## config.mk

```make
export PLATFORM = sky130hd
export DESIGN_NAME = serial_link
export DESIGN_NICKNAME = d
export VERILOG_FILES = /design/src/rtl/serial_pkg.sv /design/src/rtl/sync2.sv /design/src/rtl/serial_link.sv
export SDC_FILE = /design/constraint.sdc
export NUM_CORES = 1
export LEC_CHECK = 0
export CAP_MARGIN = 20
export CORE_MARGIN = 5
export CORE_UTILIZATION = 40
export DETAILED_ROUTE_END_ITERATION = 10
export PLACE_DENSITY_LB_ADDON = 0.2
export SLEW_MARGIN = 20
export SYNTH_ARGS = -nofsm -noshare
export SYNTH_HDL_FRONTEND = slang
export SYNTH_SLANG_ARGS = --single-unit
```

## constraint.sdc

```tcl
create_clock -name clk1 -period 2.1 [get_ports clk1]
set_input_delay 0.315 -clock clk1 [delete_from_list [all_inputs] [get_ports clk1]]
set_output_delay 0.315 -clock clk1 [all_outputs]
set_load 0.1 [all_outputs]
```

## src/rtl/serial_pkg.sv

```systemverilog
// Shared types and constants for the serial link: FSM state encoding and
// SC register bit positions.
package serial_pkg;

  typedef enum logic [1:0] {
    IDLE     = 2'd0,
    SHIFT_HI = 2'd1,
    SHIFT_LO = 2'd2
  } state_t;

  localparam int SC_START  = 7;
  localparam int SC_CLKSEL = 0;

  // Unimplemented SC bits read back as ones.
  localparam logic [5:0] SC_UNUSED = 6'h3F;

endpackage

```

## src/rtl/sync2.sv

```systemverilog
// Two-flop synchroniser for a single asynchronous input bit.
module sync2 #(
  parameter logic RESET_VAL = 1'b1
) (
  input  logic clk1,
  input  logic nreset2,
  input  logic d,
  output logic q
);

  logic meta;

  // NOTE: sequential state always uses non-blocking assignments so every
  // flop samples the pre-edge value of its neighbours.
  always_ff @(posedge clk1 or negedge nreset2) begin
    if (!nreset2) begin
      meta <= RESET_VAL;
      q    <= RESET_VAL;
    end else begin
      meta <= d;
      q    <= meta;
    end
  end

endmodule

```

## src/rtl/serial_link.sv

```systemverilog
// Serial link: SB data register, SC control register, and an 8-bit shifter
// clocked either by the internal tick or by an external serial clock.
module serial_link
  import serial_pkg::*;
(
  input  logic       clk1,
  input  logic       nreset2,
  input  logic       ff01,
  input  logic       ff02,
  input  logic       cpu_wr,
  input  logic       cpu_rd,
  input  logic [7:0] d_in,
  output logic [7:0] d_out,
  output logic       d_oe,
  input  logic       tick_8192hz,
  input  logic       sck_in,
  input  logic       sin,
  output logic       sck_out,
  output logic       sck_oe,
  output logic       sout,
  output logic       int_serial
);

  state_t     state, state_next;
  logic [7:0] sb, sb_next;
  logic       start, start_next;
  logic       clk_sel, clk_sel_next;
  logic [2:0] cnt, cnt_next;
  logic       sck_out_next;
  logic       sout_next;
  logic       int_next;

  logic       sck_sync, sin_sync, sck_prev;
  logic       fall_edge, rise_edge;
  logic       wr_sb, wr_sc;

  sync2 #(.RESET_VAL(1'b1)) u_sync_sck (
    .clk1    (clk1),
    .nreset2 (nreset2),
    .d       (sck_in),
    .q       (sck_sync)
  );

  sync2 #(.RESET_VAL(1'b1)) u_sync_sin (
    .clk1    (clk1),
    .nreset2 (nreset2),
    .d       (sin),
    .q       (sin_sync)
  );

  always_ff @(posedge clk1 or negedge nreset2) begin
    if (!nreset2) sck_prev <= 1'b1;
    else          sck_prev <= sck_sync;
  end

  // In internal mode the FSM state decides whether a tick is a falling or a
  // rising edge, so the same tick feeds both.
  assign fall_edge = clk_sel ? tick_8192hz : (sck_prev & ~sck_sync);
  assign rise_edge = clk_sel ? tick_8192hz : (~sck_prev & sck_sync);

  assign wr_sb = cpu_wr & ff01;
  assign wr_sc = cpu_wr & ff02;

  // NOTE: every signal driven here gets a default first, so no path can
  // leave one unassigned and infer a latch.
  always_comb begin
    state_next   = state;
    sb_next      = sb;
    start_next   = start;
    clk_sel_next = clk_sel;
    cnt_next     = cnt;
    sck_out_next = sck_out;
    sout_next    = sout;
    int_next     = 1'b0;

    case (state)
      SHIFT_HI: begin
        if (fall_edge) begin
          state_next = SHIFT_LO;
          sout_next  = sb[7];
          if (clk_sel) sck_out_next = 1'b0;
        end
      end
      SHIFT_LO: begin
        if (rise_edge) begin
          sb_next  = {sb[6:0], sin_sync};
          cnt_next = cnt + 3'd1;
          if (clk_sel) sck_out_next = 1'b1;
          if (cnt == 3'd7) begin
            start_next = 1'b0;
            state_next = IDLE;
            int_next   = 1'b1;
          end else begin
            state_next = SHIFT_HI;
          end
        end
      end
      default: ;
    endcase

    // CPU data write wins over the shift; the count and completion still run.
    if (wr_sb) sb_next = d_in;

    // A control write restarts or aborts, and ignores any coincident edge.
    if (wr_sc) begin
      start_next   = d_in[SC_START];
      clk_sel_next = d_in[SC_CLKSEL];
      cnt_next     = 3'd0;
      sck_out_next = 1'b1;
      int_next     = 1'b0;
      state_next   = d_in[SC_START] ? SHIFT_HI : IDLE;
    end
  end

  always_ff @(posedge clk1 or negedge nreset2) begin
    if (!nreset2) begin
      state      <= IDLE;
      sb         <= 8'h00;
      start      <= 1'b0;
      clk_sel    <= 1'b0;
      cnt        <= 3'd0;
      sck_out    <= 1'b1;
      sout       <= 1'b1;
      int_serial <= 1'b0;
    end else begin
      state      <= state_next;
      sb         <= sb_next;
      start      <= start_next;
      clk_sel    <= clk_sel_next;
      cnt        <= cnt_next;
      sck_out    <= sck_out_next;
      sout       <= sout_next;
      int_serial <= int_next;
    end
  end

  assign sck_oe = clk_sel;
  assign d_oe   = cpu_rd & (ff01 | ff02);

  always_comb begin
    d_out = 8'hFF;
    if (d_oe) begin
      if (ff01) d_out = sb;
      else      d_out = {start, SC_UNUSED, clk_sel};
    end
  end

endmodule

```

==> flow_summary_export.csv, run 1 <==
group,metric,value,unit
run_status,outcome,"completed",
floorplanning,die_w,63.4,um
final_layout,fin_util,0.569,
placed_design,dp_hpwl,1.86,mm
placed_design,pre_cts_ws,0.232,ns
yosys,synth_area_leaders,"dfrtp_1 (35%), dfstp_2 (16%), mux2i_1 (11%), a21oi_1 (4.8%), nand2_1 (4.3%)",
drt,postRouteAntennaNets,0,
sta,rsz0062_at_grt,"no",
placed_design,placed_cells,165,
pwr,power.density_cell_area,932,nW/um2
flow_run,drv_cap,0,
yosys,synth_most_common_cell,"dfrtp_1",
grt,grt_max_degree,24,
grt,grt_usage,0.127,
sta,fin_crit,1.86,ns
yosys,ys_ff_latch,23,
critical_path,rrSetupSlack,0.27,ns
placed_design,io_buffers,29,
critical_path,rr_worst_depth,5,
sta,worstMarginPinSlew,0.491,ns
clock_network,hold_buffers,0,
critical_path,startpoint_type,"input port",
sta,max_slew_margin,0.672,
final_layout,area_delta_synth_final,36.6,%
clock_network,cts_buffers,3,
clock_network,cts-resized-gates,0,
yosys,synth-async-reset-ratio,1.00,
sta,setup_tns,0,ns
placed_design,postPlaceCellArea,1530,um2
drt,wirelength,2.40,mm
yosys,synth_top_area_frac,0.352,
sta,clock-skew-final,0.0129,ns
floorplanning,die_y,63.4,um
worst_hold_path,hold_path_class,"in2async",
floorplanning,rows,19,
pwr,total_power,1.45,mW
yosys,yosys_warnings,0,
clock_network,cts_max_level,1,
yosys,synth_largest_area_cell,"dfrtp_1",
clock_network,insertion_delay,0.32,ns
pwr,total_leakage_power,0.657,nW
final_layout,stdcell_area,1560,um2
yosys,synth_common_cells,"dfrtp_1 (16), nand2_1 (13), nor2_1 (13)",
sta,hold_violations,0,
drt,via_count,867,
floorplanning,core_area,2730,um2
critical_path,critPathMaxFanout,6,
clock_network,cts-root-buf,"clkbuf_4",
drt,dr.pass1.iters,4,
yosys,synth_seq_area_share,0.513,
sta,fin_crit_sh,0.885,
drt,drt_iter0_drc,39,
yosys,ys.flop_type,"dfrtp_1",
grt,grt_overflow_total,0,
grt,grt_pass1_wl,4.07,mm
sta,max_freq,0.538,GHz
final_layout,antenna_cells,0,
final_layout,nNetsFinal,158,
sta,fin_ws,0.241,ns
floorplanning,dieArea,4010,um2
yosys,postSynthCellCount,107,
yosys,synth-edff-count,0,
drt,avgViaCountPerCell,5.13,
grt,first_global_vias,895,
final_layout,fillers,241,
critical_path,rr_startpoint,"u_sync_sck.q$_DFF_PN1_",
pwr,ir_worst_vdd,0.632,mV
clock_network,clk_pin_slew_worst_paths,0.14,ns
drt,drc,0,
yosys,syn-num-nets,126,
sta,slew_violations,0,
sta,hold-worst-slack,0.317,ns
floorplanning,ios,30,
clock_network,cts_sinks,23,
sta,finalSetupViolCount,0,
yosys,synth.distinct_cells,28,
clock_network,clockBufferDepth,2,
floorplanning,start_util,0.416,
grt,antenna_found_initial,0,
yosys,netlist_area,1140,um2
final_layout,instances_no_fill,169,
drt,wl_per_cell,14.2,um
critical_path,r2r_end,"sb[5]$_DFFE_PN0P_",
clock_network,postCtsSetupRepairBufs,0,
yosys,syn_area_per_cell,10.6,um2
placed_design,gp_congestion,0.755,
clock_network,cts_tree,"done",
critical_path,endpoint_kind,"output port",
final_layout,drive_gt1_frac,0.283,
critical_path,critical_path_arrival,1.54,ns
critical_path,crit_required,1.78,ns
critical_path,crit_type,"in2out",
==> sequential cells by signal (all words and copies together) (netlist names) <==
name	cells
state	2
sck_prev	1
cnt	3
sout	1
u_sync_sin.q	1
u_sync_sck.q	1
start	1
u_sync_sin.meta	1
sck_out	1
sb	8
int_serial	1
u_sync_sck.meta	1
sck_oe	1
==> final cells by class <==
type,count,area (um2),share of cell area
Timing Repair Buffer,31,385,0.248
Clock buffer,3,22.5,0.0145
Tap cell,31,38.8,0.0249
Multi-Input combinational cell,79,512,0.329
Inverter,1,3.75,0.00241
Sequential cell,23,586,0.377
Clock inverter,1,7.51,0.00483
==> cells by family after synthesis <==
family	Yosys count	share of synthesized area
multiplexers	14	0.125
buffers and inverters	5	0.0374
adder cells (fa/ha/maj)	2	0.0220
XOR/XNOR	1	0.00769
AO/OA/AOI/OAI	21	0.122
AND/OR/NAND/NOR	41	0.173
flip-flops	23	0.513
==> worst max-delay path: stages <==
cell,delay [ns]
clkdlybuf4s50_1,0.57
nand2_1,0.15
or2_2,0.33
buf_12,0.17
==> cells in the final DEF (no fill, tap or decap), types with 2 or more instances in the layout <==
master / netlist / layout
a21oi_1: 11 / 11
buf_12: 1 / 9
clkdlybuf4s50_1: 0 / 16
dfrtp_1: 16 / 15
buf_4: 0 / 6
mux2i_1: 12 / 12
nand2_1: 13 / 13
nor2_1: 13 / 13
clkbuf_4: 0 / 3
nor2b_1: 4 / 4
o21a_1: 2 / 2
dfstp_2: 7 / 7
ha_1: 2 / 2
o21ai_0: 2 / 2
mux2_2: 2 / 2
or2_2: 6 / 6
==> where the power goes <==
group | internal (mW) | leakage [nW] | total (mW) | switching, mW
logic | 0.220 | 0.377 | 0.619 | 0.400
clock network | 0.0728 | 0.0139 | 0.212 | 0.139
registers | 0.543 | 0.266 | 0.618 | 0.0747
total | 0.835 | 0.657 | 1.45 | 0.614
==> metal layers <==
| layer | routed length (um) | global-route usage | share of wire |
|---|---|---|---|
| met1 | 1050 | 0.162 | 0.44 |
| met2 | 1200 | 0.198 | 0.50 |
| met3 | 113 | 0.0355 | 0.047 |
| met4 | 31 | 0.0597 | 0.013 |
| met5 | 0 | 0 | 0 |
==> worst max-delay path by stage <==
| stage | from | end | cells past startpoint |
|---|---|---|---|
| after global placement | ff01 | d_out[6] | 4 |
| after CTS | ff01 | d_out[3] | 4 |
| after floorplan | ff01 | d_out[0] | 2 |
| after global routing | u_sync_sck.q$_DFF_PN1_ | sb[5]$_DFFE_PN0P_ | 5 |
| final | ff01 | d_out[1] | 4 |
| after detailed placement | ff01 | d_out[1] | 4 |
Power figures use the tool's default switching activity.
==> run 2: changes to the inputs <==
Settings changed: ABC_AREA set to 1.
==> run 2 against run 1 <==
Net effect: global-route usage increased by 0.24 points; critical path type unchanged; maximum frequency increased by 0.74%; routed wire length increased by 2.5%; synthesized area increased by 0.22%; sequential power increased by 3%; largest cell class unchanged; critical endpoint is now d_out[7].
==> flow_summary_export.csv, run 2 <==
group,metric,value,unit
floorplanning,core_area,2730,um2
sta,worstMarginPinSlew,0.293,ns
grt,antenna_found_initial,0,
placed_design,io_buffers,29,
drt,avgViaCountPerCell,4.87,
critical_path,crit_type,"in2out",
yosys,ys.flop_type,"dfrtp_1",
placed_design,dp_hpwl,1.97,mm
grt,grt_pass1_wl,4.24,mm
clock_network,cts_buffers,3,
pwr,p_comb_frac,0.487,
final_layout,top_register,"sb",
placed_design,postPlaceCellArea,1570,um2
final_layout,instances_no_fill,191,
pwr,pwr-share-seq,0.391,
placed_design,placed_cells,187,
yosys,synth-edff-count,0,
pwr,total_leakage_power,0.774,nW
pwr,switchingPower,0.729,mW
pwr,ir_worst_vdd,0.693,mV
pwr,p_int,0.898,mW
sta,fin_crit,1.85,ns
run_status,outcome,"completed",
yosys,netlist_area,1140,um2
final_layout,nNetsFinal,180,
clock_network,insertion_delay,0.31,ns
clock_network,cts-root-buf,"clkbuf_4",
critical_path,startpoint_type,"input port",
floorplanning,dieArea,4020,um2
clock_network,cts_tree,"done",
sta,rsz0062_at_grt,"no",
final_layout,layout_common_cells,"nand2_1 (44), clkdlybuf4s50_1 (16), dfrtp_1 (15)",
drt,via_count,931,
final_layout,largest_register_ffs,8,
yosys,postSynthCellCount,126,
yosys,synth_area_leaders,"dfrtp_1 (35%), dfstp_2 (16%), nand2_1 (14%), o211ai_2 (6.6%), inv_1 (3.6%)",
sta,clock-skew-final,0.00803,ns
grt,grt_overflow_total,0,
clock_network,postCtsSetupRepairBufs,0,
drt,drt_iter0_drc,56,
drt,wirelength,2.46,mm
final_layout,area_delta_synth_final,39.6,%
pwr,power.density_cell_area,1020,nW/um2
sta,finalSetupViolCount,0,
final_layout,antenna_cells,0,
critical_path,rr_worst_depth,6,
final_layout,stdcell_area,1590,um2
yosys,yosys_warnings,0,
flow_run,drv_cap,0,
clock_network,cts_max_level,1,
yosys,syn-num-nets,145,
clock_network,clockBufferDepth,2,
floorplanning,start_util,0.417,
sta,fin_ws,0.254,ns
grt,grt_max_degree,24,
final_layout,drive_gt1_frac,0.300,
critical_path,rrSetupSlack,0.70,ns
pwr,swShare,0.448,
critical_path,rr_startpoint,"cnt[0]$_DFFE_PN0P_",
sta,fin_crit_sh,0.879,
yosys,synth_top_area_frac,0.351,
yosys,synth.distinct_cells,21,
final_layout,final_common_cell,"nand2_1",
yosys,synth_common_cells,"nand2_1 (44), dfrtp_1 (16), inv_1 (11)",
yosys,syn_area_per_cell,9.06,um2
sta,setup_tns,0,ns
yosys,synth-async-reset-ratio,1.00,
sta,hold_violations,0,
placed_design,gp_congestion,0.753,
placed_design,pre_cts_ws,0.253,ns
final_layout,fillers,255,
drt,postRouteAntennaNets,0,
critical_path,critPathMaxFanout,7,
worst_hold_path,hold_path_class,"in2async",
sta,hold-worst-slack,0.340,ns
clock_network,clk_pin_slew_worst_paths,0.12,ns
floorplanning,die_w,63.4,um
yosys,synth_most_common_cell,"nand2_1",
critical_path,crit_required,1.78,ns
grt,grt_usage,0.130,
sta,slew_violations,0,
clock_network,cts_sinks,23,
yosys,ys_ff_latch,23,
clock_network,cts-resized-gates,0,
sta,max_freq,0.542,GHz
pwr,total_power,1.63,mW
critical_path,critical_path_arrival,1.53,ns
sta,max_slew_margin,0.805,
final_layout,reg.largest.list,"sb (8), cnt (3), state (2)",
critical_path,r2r_end,"state[0]$_DFFE_PN0P_",
drt,drc,0,
final_layout,fin_util,0.583,
pwr,p_clk_frac,0.122,
drt,wl_per_cell,12.9,um
floorplanning,rows,19,
grt,first_global_vias,939,
drt,dr.pass1.iters,4,
yosys,synth_seq_area_share,0.512,
critical_path,endpoint_kind,"output port",
floorplanning,die_y,63.4,um
yosys,synth_largest_area_cell,"dfrtp_1",
floorplanning,ios,30,
clock_network,hold_buffers,0,
==> run 2: cell count changes after synthesis, sizes merged, moves of 5 or more <==
cell    previous run  this run
nand2             13        49
inv                1        15
mux2i             12         0
a21oi             12         1
nand3              1         9
o211ai             0         8
or2                6         1
==> run 2: final cells by class <==
class                   instances  area [um2]  share of cell area
clock buffers                   3        22.5              0.0141
clock inverters                 1        5.00             0.00314
inverters                      16        67.6              0.0424
multi-input cells              87         493               0.310
flip-flops and latches         23         588               0.369
well taps                      31        38.8              0.0244
repair buffers                 30         378               0.237
==> run 2: power by group through the flow <==
stage | sequential (mW) | combinational (mW) | clock (mW)
2_1_floorplan | 0.760 | 0.443 | 0
3_3_place_gp | 0.637 | 0.784 | 0
3_5_place_dp | 0.644 | 0.798 | 0
4_1_cts | 0.636 | 0.799 | 0.209
5_1_grt | 0.651 | 0.851 | 0.232
6_report | 0.637 | 0.793 | 0.198
==> run 2: how the worst max path moves through the flow <==
stage	start	to	cells after the start
after global placement	ff01	d_out[7]	4
final	ff01	d_out[7]	4
after CTS	ff01	d_out[7]	4
after global routing	ff01	d_out[3]	5
after detailed placement	ff01	d_out[7]	4
after floorplan	sck_oe$_DFFE_PN0P_	d_out[0]	2
==> run 2: critical path: stages <==
cell and delay (ns):
clkdlybuf4s50_1 0.54, o21a_2 0.30, o211ai_1 0.15, buf_12 0.22
==> run 2: logic make-up after synthesis <==
logic type,Yosys count,share of synthesized area
AO/OA/AOI/OAI,17,0.123
flip-flops,23,0.512
AND/OR/NAND/NOR,68,0.286
buffers and inverters,16,0.0570
adder cells (fa/ha/maj),2,0.0219
==> run 2: metal layers <==
metal / global-route usage / part of all wire / vias to the layer above
li1: - / - / 472
met1: 0.172 / 0.45 / 427
met2: 0.201 / 0.47 / 30
met3: 0.0462 / 0.075 / 2
met4: 0.0312 / 0.0085 / 0
met5: 0 / 0 / -
==> run 3: changes to the inputs <==
Settings changed: CTS_CLUSTER_SIZE set to 12, PLACE_DENSITY set to 0.76, PLACE_DENSITY_LB_ADDON 0.2 to unset.
==> run 3 against run 2 <==
Net effect: flip-flop and latch count stayed put; power up 0.27%; worst hold slack lost 0.0057 ns; first-iteration DRC count shrank 46%; die area unchanged; sequential power decreased by 0.6%; routed wire length decreased by 2.5%; largest cell class unchanged.
==> flow_summary_export.csv, run 3 (synthesized netlist as in run 2, its figures left out) <==
group,metric,value,unit
final_layout,drive_gt1_frac,0.294,
placed_design,dp_hpwl,1.93,mm
final_layout,multi_input_area,493,um2
sta,worstMarginPinSlew,0.297,ns
final_layout,antenna_cells,0,
final_layout,final_common_cell,"nand2_1",
pwr,power.density_cell_area,1030,nW/um2
drt,postRouteAntennaNets,0,
grt,grt_max_degree,24,
sta,finalSetupViolCount,0,
floorplanning,core_area,2730,um2
critical_path,endpoint_kind,"output port",
floorplanning,die_w,63.4,um
sta,rsz0062_at_grt,"no",
sta,max_slew_margin,0.802,
clock_network,cts-root-buf,"clkbuf_4",
sta,clock-skew-final,0.00585,ns
floorplanning,rows,19,
placed_design,placed_cells,187,
critical_path,critPathMaxFanout,7,
pwr,total_power,1.63,mW
clock_network,cts_sinks,23,
final_layout,stdcell_area,1590,um2
pwr,total_leakage_power,0.771,nW
flow_run,drv_cap,0,
clock_network,cts_buffers,3,
critical_path,crit_type,"in2out",
clock_network,hold_buffers,0,
placed_design,gp_congestion,0.808,
final_layout,reg.largest.list,"sb (8), cnt (3), state (2)",
floorplanning,start_util,0.417,
grt,antenna_found_initial,0,
final_layout,instances_no_fill,191,
critical_path,critical_path_arrival,1.54,ns
run_status,outcome,"completed",
floorplanning,ios,30,
grt,grt_pass1_wl,4.36,mm
final_layout,fin_util,0.582,
worst_hold_path,hold_path_class,"in2async",
sta,fin_crit,1.86,ns
final_layout,register_area,588,um2
floorplanning,die_y,63.4,um
clock_network,postCtsSetupRepairBufs,0,
floorplanning,dieArea,4020,um2
drt,drt_iter0_drc,30,
clock_network,cts_tree,"done",
grt,grt_overflow_total,0,
critical_path,startpoint_type,"input port",
drt,drc,0,
final_layout,area_delta_synth_final,39.5,%
placed_design,pre_cts_ws,0.241,ns
final_layout,largest_register_ffs,8,
final_layout,fillers,241,
final_layout,top_register,"sb",
sta,fin_crit_sh,0.883,
clock_network,cts-resized-gates,0,
placed_design,postPlaceCellArea,1570,um2
sta,setup_tns,0,ns
pwr,ir_worst_vdd,0.687,mV
final_layout,layout_common_cells,"nand2_1 (44), clkdlybuf4s50_1 (16), dfrtp_1 (15)",
drt,via_count,932,
sta,max_freq,0.539,GHz
drt,wirelength,2.40,mm
sta,fin_ws,0.245,ns
clock_network,cts_max_level,1,
drt,wl_per_cell,12.6,um
critical_path,crit_required,1.78,ns
sta,slew_violations,0,
clock_network,insertion_delay,0.31,ns
grt,grt_usage,0.134,
final_layout,nNetsFinal,180,
placed_design,io_buffers,29,
sta,hold-worst-slack,0.334,ns
drt,avgViaCountPerCell,4.88,
grt,first_global_vias,985,
sta,hold_violations,0,
clock_network,clockBufferDepth,2,
clock_network,clk_pin_slew_worst_paths,0.13,ns
drt,dr.pass1.iters,4,
[run 3: cell type report]
class                   count  share of cell area
well taps                  31              0.0244
flip-flops and latches     23               0.369
clock buffers               4              0.0165
repair buffers             30               0.237
multi-input cells          87               0.310
inverters                  16              0.0425
[run 3: worst paths after layout]
| kind | startpoint | end | slack, ns | cells past startpoint |
|---|---|---|---|---|
| worst min-delay path | nreset2 | cnt[2]$_DFFE_PN0P_ | 0.33 | 2 |
| worst max-delay path | ff01 | d_out[7] | 0.24 | 4 |
| worst max register to register | cnt[0]$_DFFE_PN0P_ | state[0]$_DFFE_PN0P_ | 0.74 | 6 |
| worst min register to register | u_sync_sin.meta$_DFF_PN1_ | u_sync_sin.q$_DFF_PN1_ | 0.37 | 0 |
| min in group clk1 | u_sync_sin.meta$_DFF_PN1_ | u_sync_sin.q$_DFF_PN1_ | 0.37 | 0 |
| max in group asynchronous | nreset2 | sck_out$_DFFE_PN1P_ | 1.48 | 2 |
[run 3: worst max-delay path, stage by stage]
cell             delay [ns]
clkdlybuf4s50_1        0.55
o21a_2                 0.31
o211ai_1               0.15
buf_12                 0.21
[run 3: power breakdown]
| part | internal, mW | switching, mW |
|---|---|---|
| clock network | 0.0742 | 0.135 |
| registers | 0.568 | 0.0652 |
| logic | 0.259 | 0.530 |
[run 3: layer usage]
| metal | wire length [um] | global-route usage |
|---|---|---|
| met1 | 986 | 0.163 |
| met5 | 0 | 0 |
| met2 | 1260 | 0.220 |
| met4 | 61 | 0.0727 |
| met3 | 94 | 0.0284 |
